$ cat src/rtl/i2s_pkg.sv
// Shared defaults, FSM state type and frame-width helper for the I2S playback transmitter.
package i2s_pkg;

  localparam int DATA_W_DEF    = 24;
  localparam int SLOT_BITS_DEF = 32;

  typedef enum logic [1:0] {
    SYNC,
    DLY,
    SHIFT,
    PAD
  } tx_state_t;

  // A FIFO entry carries one stereo pair: left in the upper half, right in the lower half.
  function automatic int frame_w(input int data_w);
    return 2 * data_w;
  endfunction

endpackage

$ cat src/rtl/i2s_frame_fifo.sv
// Synchronous first-word-fall-through FIFO holding stereo frame pairs.
module i2s_frame_fifo #(
  parameter int WIDTH = 48,
  parameter int DEPTH = 4
) (
  input  logic                     clk,
  input  logic                     reset_n,
  input  logic                     push,
  input  logic [WIDTH-1:0]         push_data,
  input  logic                     pop,
  output logic [WIDTH-1:0]         pop_data,
  output logic [$clog2(DEPTH):0]   level,
  output logic                     full,
  output logic                     empty
);

  localparam int AW = $clog2(DEPTH);

  logic [WIDTH-1:0] mem [DEPTH];
  logic [AW:0]      wr_ptr;
  logic [AW:0]      rd_ptr;

  // Pointers carry one extra wrap bit so full and empty stay distinguishable.
  assign level    = wr_ptr - rd_ptr;
  assign full     = (level == (AW + 1)'(DEPTH));
  assign empty    = (level == '0);
  assign pop_data = mem[rd_ptr[AW-1:0]];

  always_ff @(posedge clk or negedge reset_n) begin
    if (!reset_n) begin
      wr_ptr <= '0;
      rd_ptr <= '0;
    end else begin
      if (push && !full) wr_ptr <= wr_ptr + (AW + 1)'(1);
      if (pop && !empty) rd_ptr <= rd_ptr + (AW + 1)'(1);
    end
  end

  always_ff @(posedge clk) begin
    if (push && !full) mem[wr_ptr[AW-1:0]] <= push_data;
  end

endmodule

$ cat src/rtl/i2s_playback_tx.sv
// I2S playback serializer clocked by sysclk, following externally generated bclk/lrclk.
// Define I2S_TX_LEFT_JUSTIFIED_EN for left-justified framing (no one-bclk MSB delay).
//
//   state | meaning
//   SYNC  | idle/disabled, waiting for a left-slot start
//   DLY   | one-bclk I2S delay before the MSB
//   SHIFT | driving sample bits MSB first
//   PAD   | slot bits after the sample, driven 0
module i2s_playback_tx
  import i2s_pkg::*;
#(
  parameter int DATA_W     = DATA_W_DEF,
  parameter int SLOT_BITS  = SLOT_BITS_DEF,
  parameter int FIFO_DEPTH = 4
) (
  input  logic                          sysclk,
  input  logic                          reset_n,
  input  logic                          enable,
  input  logic                          bclk,
  input  logic                          lrclk,
  input  logic [DATA_W-1:0]             in_left,
  input  logic [DATA_W-1:0]             in_right,
  input  logic                          in_valid,
  output logic                          in_ready,
  output logic                          pbdata,
  output logic                          frame_start,
  output logic                          underrun,
  output logic [$clog2(FIFO_DEPTH):0]   fifo_level
);

  localparam int FW    = frame_w(DATA_W);
  localparam int CNT_W = $clog2(SLOT_BITS + 1);

  logic bclk_m, bclk_s, bclk_d;
  logic lrc_m, lrc_s, lrc_prev;
  logic bclk_fall, chg, left_start, right_start;
  logic fifo_full, fifo_empty, push, pop;
  logic [FW-1:0]     fifo_rd;
  logic [DATA_W-1:0] left_word, right_word, start_word;
  logic [DATA_W-1:0] shift_reg, right_hold;
  logic [CNT_W-1:0]  bit_cnt;
  tx_state_t         state;

  always_ff @(posedge sysclk or negedge reset_n) begin
    if (!reset_n) begin
      bclk_m   <= 1'b0;
      bclk_s   <= 1'b0;
      bclk_d   <= 1'b0;
      lrc_m    <= 1'b0;
      lrc_s    <= 1'b0;
      lrc_prev <= 1'b0;
    end else begin
      bclk_m <= bclk;
      bclk_s <= bclk_m;
      bclk_d <= bclk_s;
      lrc_m  <= lrclk;
      lrc_s  <= lrc_m;
      if (bclk_fall) lrc_prev <= lrc_s;
    end
  end

  assign bclk_fall   = bclk_d & ~bclk_s;
  assign chg         = bclk_fall & (lrc_s ^ lrc_prev);
  assign left_start  = enable & chg & ~lrc_s;
  assign right_start = enable & chg & lrc_s & (state != SYNC);

  assign in_ready = ~fifo_full;
  assign push     = in_valid & ~fifo_full;
  assign pop      = left_start & ~fifo_empty;

  i2s_frame_fifo #(
    .WIDTH (FW),
    .DEPTH (FIFO_DEPTH)
  ) u_fifo (
    .clk       (sysclk),
    .reset_n   (reset_n),
    .push      (push),
    .push_data ({in_left, in_right}),
    .pop       (pop),
    .pop_data  (fifo_rd),
    .level     (fifo_level),
    .full      (fifo_full),
    .empty     (fifo_empty)
  );

  // An empty FIFO at left start sends a silent frame rather than stale data.
  assign left_word  = fifo_empty ? '0 : fifo_rd[FW-1:DATA_W];
  assign right_word = fifo_empty ? '0 : fifo_rd[DATA_W-1:0];
  assign start_word = left_start ? left_word : right_hold;

  always_ff @(posedge sysclk or negedge reset_n) begin
    if (!reset_n) begin
      state       <= SYNC;
      pbdata      <= 1'b0;
      frame_start <= 1'b0;
      underrun    <= 1'b0;
      shift_reg   <= '0;
      right_hold  <= '0;
      bit_cnt     <= '0;
    end else begin
      frame_start <= 1'b0;
      underrun    <= 1'b0;
      if (!enable) begin
        state  <= SYNC;
        pbdata <= 1'b0;
      end else if (left_start || right_start) begin
        if (left_start) begin
          right_hold  <= right_word;
          frame_start <= ~fifo_empty;
          underrun    <= fifo_empty;
        end
`ifdef I2S_TX_LEFT_JUSTIFIED_EN
        pbdata    <= start_word[DATA_W-1];
        shift_reg <= {start_word[DATA_W-2:0], 1'b0};
        bit_cnt   <= CNT_W'(DATA_W - 1);
        state     <= SHIFT;
`else
        pbdata    <= 1'b0;
        shift_reg <= start_word;
        bit_cnt   <= CNT_W'(DATA_W);
        state     <= DLY;
`endif
      end else if (bclk_fall) begin
        case (state)
          DLY, SHIFT: begin
            pbdata    <= shift_reg[DATA_W-1];
            shift_reg <= {shift_reg[DATA_W-2:0], 1'b0};
            bit_cnt   <= bit_cnt - CNT_W'(1);
            state     <= (bit_cnt == CNT_W'(1)) ? PAD : SHIFT;
          end
          default: pbdata <= 1'b0;
        endcase
      end
    end
  end

endmodule
$ cat config.mk
export PLATFORM = sky130hd
export DESIGN_NAME = i2s_playback_tx
export DESIGN_NICKNAME = d
export VERILOG_FILES = /design/src/rtl/i2s_pkg.sv /design/src/rtl/i2s_frame_fifo.sv /design/src/rtl/i2s_playback_tx.sv
export SDC_FILE = /design/constraint.sdc
export NUM_CORES = 1
export LEC_CHECK = 0
export ABC_AREA = 1
export CORE_UTILIZATION = 59
export CTS_CLUSTER_SIZE = 24
export DETAILED_ROUTE_END_ITERATION = 6
export PLACE_DENSITY_LB_ADDON = 0.3
export SLEW_MARGIN = 5
export SYNTH_ARGS = -nofsm -noshare
export SYNTH_HDL_FRONTEND = slang
export SYNTH_SLANG_ARGS = --single-unit
$ cat constraint.sdc
create_clock -name sysclk -period 5 [get_ports sysclk]
set_input_delay 1.25 -clock sysclk [delete_from_list [all_inputs] [get_ports sysclk]]
set_output_delay 1.25 -clock sysclk [all_outputs]
set_load 0.1 [all_outputs]
# Yosys cells after proc, flatten, opt, wreduce, memory -nomap -nowiden
# Memories as Yosys holds them, arrays and structs flattened.
# Cells that the tools add are included.
# word_totals
regBits	71
mem_bits_rw	192
word_cells	78
memories	1
# mem_list
name	words	word_bits	rd	rd_clocked_by_memory_dff	wr	line	source
u_fifo.mem	4	48	1	0	1	i2s_frame_fifo.sv:19	logic [WIDTH-1:0] mem [DEPTH];
# classes
add_sub_neg	4
eq_ne	6
n_mux	26
bitwise_logic	13
reduce_logical	13
# ops
operator	count
2-to-1 mux 24 bit	6
2-to-1 mux 6 bit	3
2-to-1 mux 1 bit	13
bitwise AND 1 bit	8
2-to-1 mux 2 bit	4
adder 3 x 1 -> 3 bit, second input constant	2
equality test 6 x 1 -> 1 bit, second input constant	1
!= test 3 x 1 -> 1 bit, second input constant	2
AND reduction 3 bit	2
nonzero test 2 bit	3
subtractor 6 x 1 -> 6 bit, second input constant	1
inverter 1 bit	4
equality test 3 bit, second input constant	1
zero test 3 bit	1
subtractor 3 bit	1
equality test 2 x 1 -> 1 bit, second input constant	1
equality test 2 bit, second input constant	1
logical AND 1 bit	2
zero test 1 bit	2
AND reduction 2 bit	1
OR reduction 2 bit	1
logical OR 1 bit	1
XOR 1 bit	1

# Logic depth before layout (Yosys ltp)
# depth
ltp_word	9
mapped_depth	12
ltp_nobuf	11

# Modules after synthesis
# A second synthesis with hierarchy kept.
# hier_totals
hier_cells	982
hier_area_um2	10898.0
# by_module_without_submodules
module	n_inst	cells_each	area_each_um2	seq_area_each_um2
i2s_frame_fifo	1	533	7622.3	5915.7
i2s_playback_tx	1	449	3275.6	1626.6

# Worst setup path after synthesis
# No wires, ideal clock.
# synth_path
path_type	flip-flop to flip-flop
start	register u_fifo.wr_ptr[0]
end	memory u_fifo.mem[3][0], enable pin
setup_ns	0.455
arrival_ns	5.120
required_ns	4.545
setup_slack_ns	-0.575
path_stages_with_launch	9
n_path_buf	0
period_less_slack_ns	5.575
cell_sequence	dfrtp_1 > inv_1 > ha_1 > fa_1 > nand3_1 > nand2_1 > nand2_1 > nand2_1 > nor2_1
# synth_via
elab_chain_len	7
word_cells_on_any_way	8
classes_between	add/sub: 1; eq/ne: 1; mux: 2; bitwise: 2; reduce/logical: 2
# synth_rtl
item	line	source
from (decl)	i2s_frame_fifo.sv:20	logic [AW:0] wr_ptr;
from (signal assigned)	i2s_frame_fifo.sv:34	if (push && !full) wr_ptr <= wr_ptr + (AW + 1)'(1);
subtractor 3 bit	i2s_frame_fifo.sv:24	assign level = wr_ptr - rd_ptr;
net fifo_level[2]	i2s_playback_tx.sv:28	output logic [$clog2(FIFO_DEPTH):0] fifo_level
equality test 3 bit	i2s_frame_fifo.sv:25	assign full = (level == (AW + 1)'(DEPTH));
inverter 1 bit	n/a	
net in_ready	i2s_playback_tx.sv:24	output logic in_ready,
bitwise AND 1 bit	i2s_playback_tx.sv:68	assign push = in_valid & ~fifo_full;
logical AND 1 bit	i2s_frame_fifo.sv:40	if (push && !full) mem[wr_ptr[AW-1:0]] <= push_data;
2-to-1 mux 1 bit	i2s_frame_fifo.sv:40	
2-to-1 mux 1 bit (not written as such)	i2s_frame_fifo.sv:40	
to (decl)	i2s_frame_fifo.sv:19	
# The timed path passes the listed nets, and every way through them passes these cells.

# Worst setup path after layout
# layout_path
start	register u_fifo.wr_ptr[0]
end	output port fifo_level[0]
# layout_via
elab_chain_len	1
# layout_rtl
item	line
subtractor 3 bit	i2s_frame_fifo.sv:24
to (decl)	i2s_playback_tx.sv:28
# No other way between the ends.

==> flow_metrics.tcl <==
set metrics [dict create \
    grt_start_max_net_pins 100 \
    clk_pin_slew_ns 0.06 \
    htree_levels 1 \
    fin_crit_sh_pct 75.5 \
    drc 0 \
    die_w_um 138 \
    gp_congestion 0.815 \
    crit_type "flop to output port" \
    synth_edf_count 192 \
    cts_buffers 27 \
    worstPathMaxFanout 4 \
    die_area_mm2 0.0191 \
    p_total_mw 7.30 \
    cp_top_family "buffers and inverters" \
    grtUsageTotal_pct 23.4 \
    fin_skew_ns 0.0101 \
    hold_end "lrc_s" \
    hold_depth 0 \
    fmax_ghz 0.265 \
    setup_tns_ns 0 \
    synthArstFlopShare_pct 27.0 \
    avgSynthCellArea_um2 10.4 \
    setup_violations 0 \
    nets 1164 \
    max_stage_delay_ns 1.12 \
    clock-sinks 263 \
    arrival_ns 2.52 \
    overflow 0 \
    seqPwrFrac_pct 41.8 \
    yosysWarnings 0 \
    end_kind "output port" \
    antenna_cells 0 \
    core_area_mm2 0.0181 \
    yosysUniqueCellTypes 29 \
    die_h_um 138 \
    cap_violations 0 \
    syn2layout_area_growth_pct 14.6 \
    max_slew_margin_pct 29.9 \
    crit_slowest_cell "clkdlybuf4s50_1" \
    largest_register_ffs 192 \
    antenna_left 0 \
    crit-reg2reg-launch "u_fifo.wr_ptr[0]" \
    dp_hpwl_um 12800 \
    p_clk_share_pct 26.7 \
    ff2ff_setup_slack_ns 1.85 \
    critPathMostFrequentCell "inv_1" \
    hold_buffers 0 \
    cts_setup_buffers 0 \
    clkLatencyLatePin_ns 0.53 \
    status "complete, no violations" \
    rsz0062_at_grt "false" \
    worstPathCellList "inv_1 -> ha_1 -> inv_1 -> clkdlybuf4s50_1" \
    root_buffer "clkbuf_16" \
    synth.top_cell.area_share_pct 52.6 \
    fillCellCount 1267 \
    antenna_found_initial 0 \
    cts.path.max_buffers 3 \
    synth_top_flop_cell "edfxtp_1" \
    ir_drop_mv 1.16 \
    drtPass1Iterations 7 \
    viasPerCell 5.42 \
    ys_seq_area_share_pct 68.8 \
    netlist_area_mm2 0.0110 \
    synth_top_cell_by_area "edfxtp_1" \
    powerDensity_mw_per_mm2 581 \
    hold_viol_final 0 \
    critPathRequiredTime_ns 3.75 \
    ys_seq_elements 263 \
    critPathLaunchType "flop" \
    wl_per_cell_um 16.0 \
    synth_nets 1116 \
    worst_pin_slew_ns 1.05 \
    cts_resized 0 \
    pwr-share-comb_pct 31.5 \
    reg2regPathDepth 9 \
    ios 61 \
    initial_core_util_pct 60.6 \
    cts_tree "built" \
    portBuffers 60 \
    hp-class "flop to flop" \
    post_route_cells_drive_above_1_share_pct 7.49 \
    grt_pass1_wl_um 35500 \
    wl_um 21500 \
    min-delay-start "lrc_m" \
    drt_iter0_markers 555 \
    p_leak_nw 5.05 \
    synthCells 1052 \
    synth_commonest_cells "nand2_1, edfxtp_1, nor2_1" \
    reg2reg_to "u_fifo.mem[1][35]" \
    switchingPower_mw 2.64 \
    synth.most_common_cell "nand2_1" \
    grt_pass1_vias 7181 \
    yosys-top-cells-area "edfxtp_1, dfrtp_1, nand2_1, nor2_1, o21ai_0" \
    core.rowCount 49 \
    final_util_pct 69.5 \
    fin_crit_ns 3.77 \
    drv_slew 0 \
    p_int_mw 4.67 \
    path_buf_inv 3 \
    vias 7322 \
    switching_share_pct 36.1 \
]
power by group through the flow:
stage	Combinational (mW)	Clock [mW]	Sequential, mW
2_1_floorplan	1.64	0	3.08
3_3_place_gp	2.24	0	3.08
3_5_place_dp	2.29	0	3.09
4_1_cts	2.32	1.97	3.05
5_1_grt	2.57	2.05	3.09
6_report	2.30	1.95	3.06
cell type report:
type	count	area (µm²)	share of cell area, %
flip-flops and latches	263	7540	60.0
multi-input cells	685	3010	23.9
clock buffers	33	698	5.55
repair buffers	71	673	5.35
well taps	229	287	2.28
inverters	52	195	1.55
clock inverters	17	169	1.34
cell usage in the layout, fill, tap and decap left out, types with 9 or more instances in the layout:
master           synthesis  layout
nand2_1                368     367
edfxtp_1               192     192
clkdlybuf4s50_1          0      56
o21ai_1                 20      20
nand3_1                 29      29
inv_1                   48      47
nor2_1                 145     141
buf_4                    6      15
o22ai_1                 24      24
nor2_2                   9       9
o21ai_0                 60      60
clkbuf_16                0      27
ha_1                     9       9
dfrtp_1                 71      70
worst max-delay path by stage:
stage	startpoint	endpoint	slack [ns]	cells past startpoint
global route	u_fifo.wr_ptr[0]	fifo_level[0]	1.15	4
global placement	in_valid	u_fifo.mem[1][34]	1.54	4
detailed placement	enable	bit_cnt[0]	1.47	8
finish	u_fifo.wr_ptr[0]	fifo_level[0]	1.23	4
CTS	u_fifo.wr_ptr[0]	fifo_level[0]	1.19	4
floorplan	u_fifo.wr_ptr[0]	u_fifo.mem[0][0]	-0.57	8
worst reg2reg max path: cells and delay by family, from the launching register on:
family	cells	cell delay (ns)
buffers and inverters	3	0.74
and+or+nand+nor	4	1.02
DFF	1	0.40
adders and majority gates	2	0.62
metal layers:
metal  routed length (µm)  GRT usage, %
met1                 9170          31.3
met2                10500          38.4
met3                 1290          4.05
met4                  590          9.23
met5                    0             0
per-stage QoR:
stage | instances | setup WS (ns) | hold slack, ns | cell area, µm²
finish | 1350 | 1.23 | 0.352 | 12600
global route | 1350 | 1.15 | 0.363 | 12600
CTS | 1350 | 1.19 | 0.357 | 12600
detailed placement | 1300 | 1.47 | 0.338 | 11700
global placement | 1300 | 1.54 | 0.335 | 11700
floorplan | 1052 | -0.571 | 0.331 | 11000
kinds of logic after synthesis:
| family | Yosys count | synth area share (%) |
|---|---|---|
| fa+ha+maj | 10 | 1.21 |
| buf+inv | 104 | 4.10 |
| xor+xnor | 6 | 0.479 |
| simple gates | 561 | 20.1 |
| compound gates | 108 | 5.34 |
| flops | 263 | 68.8 |
Power figures use the tool's default switching activity.
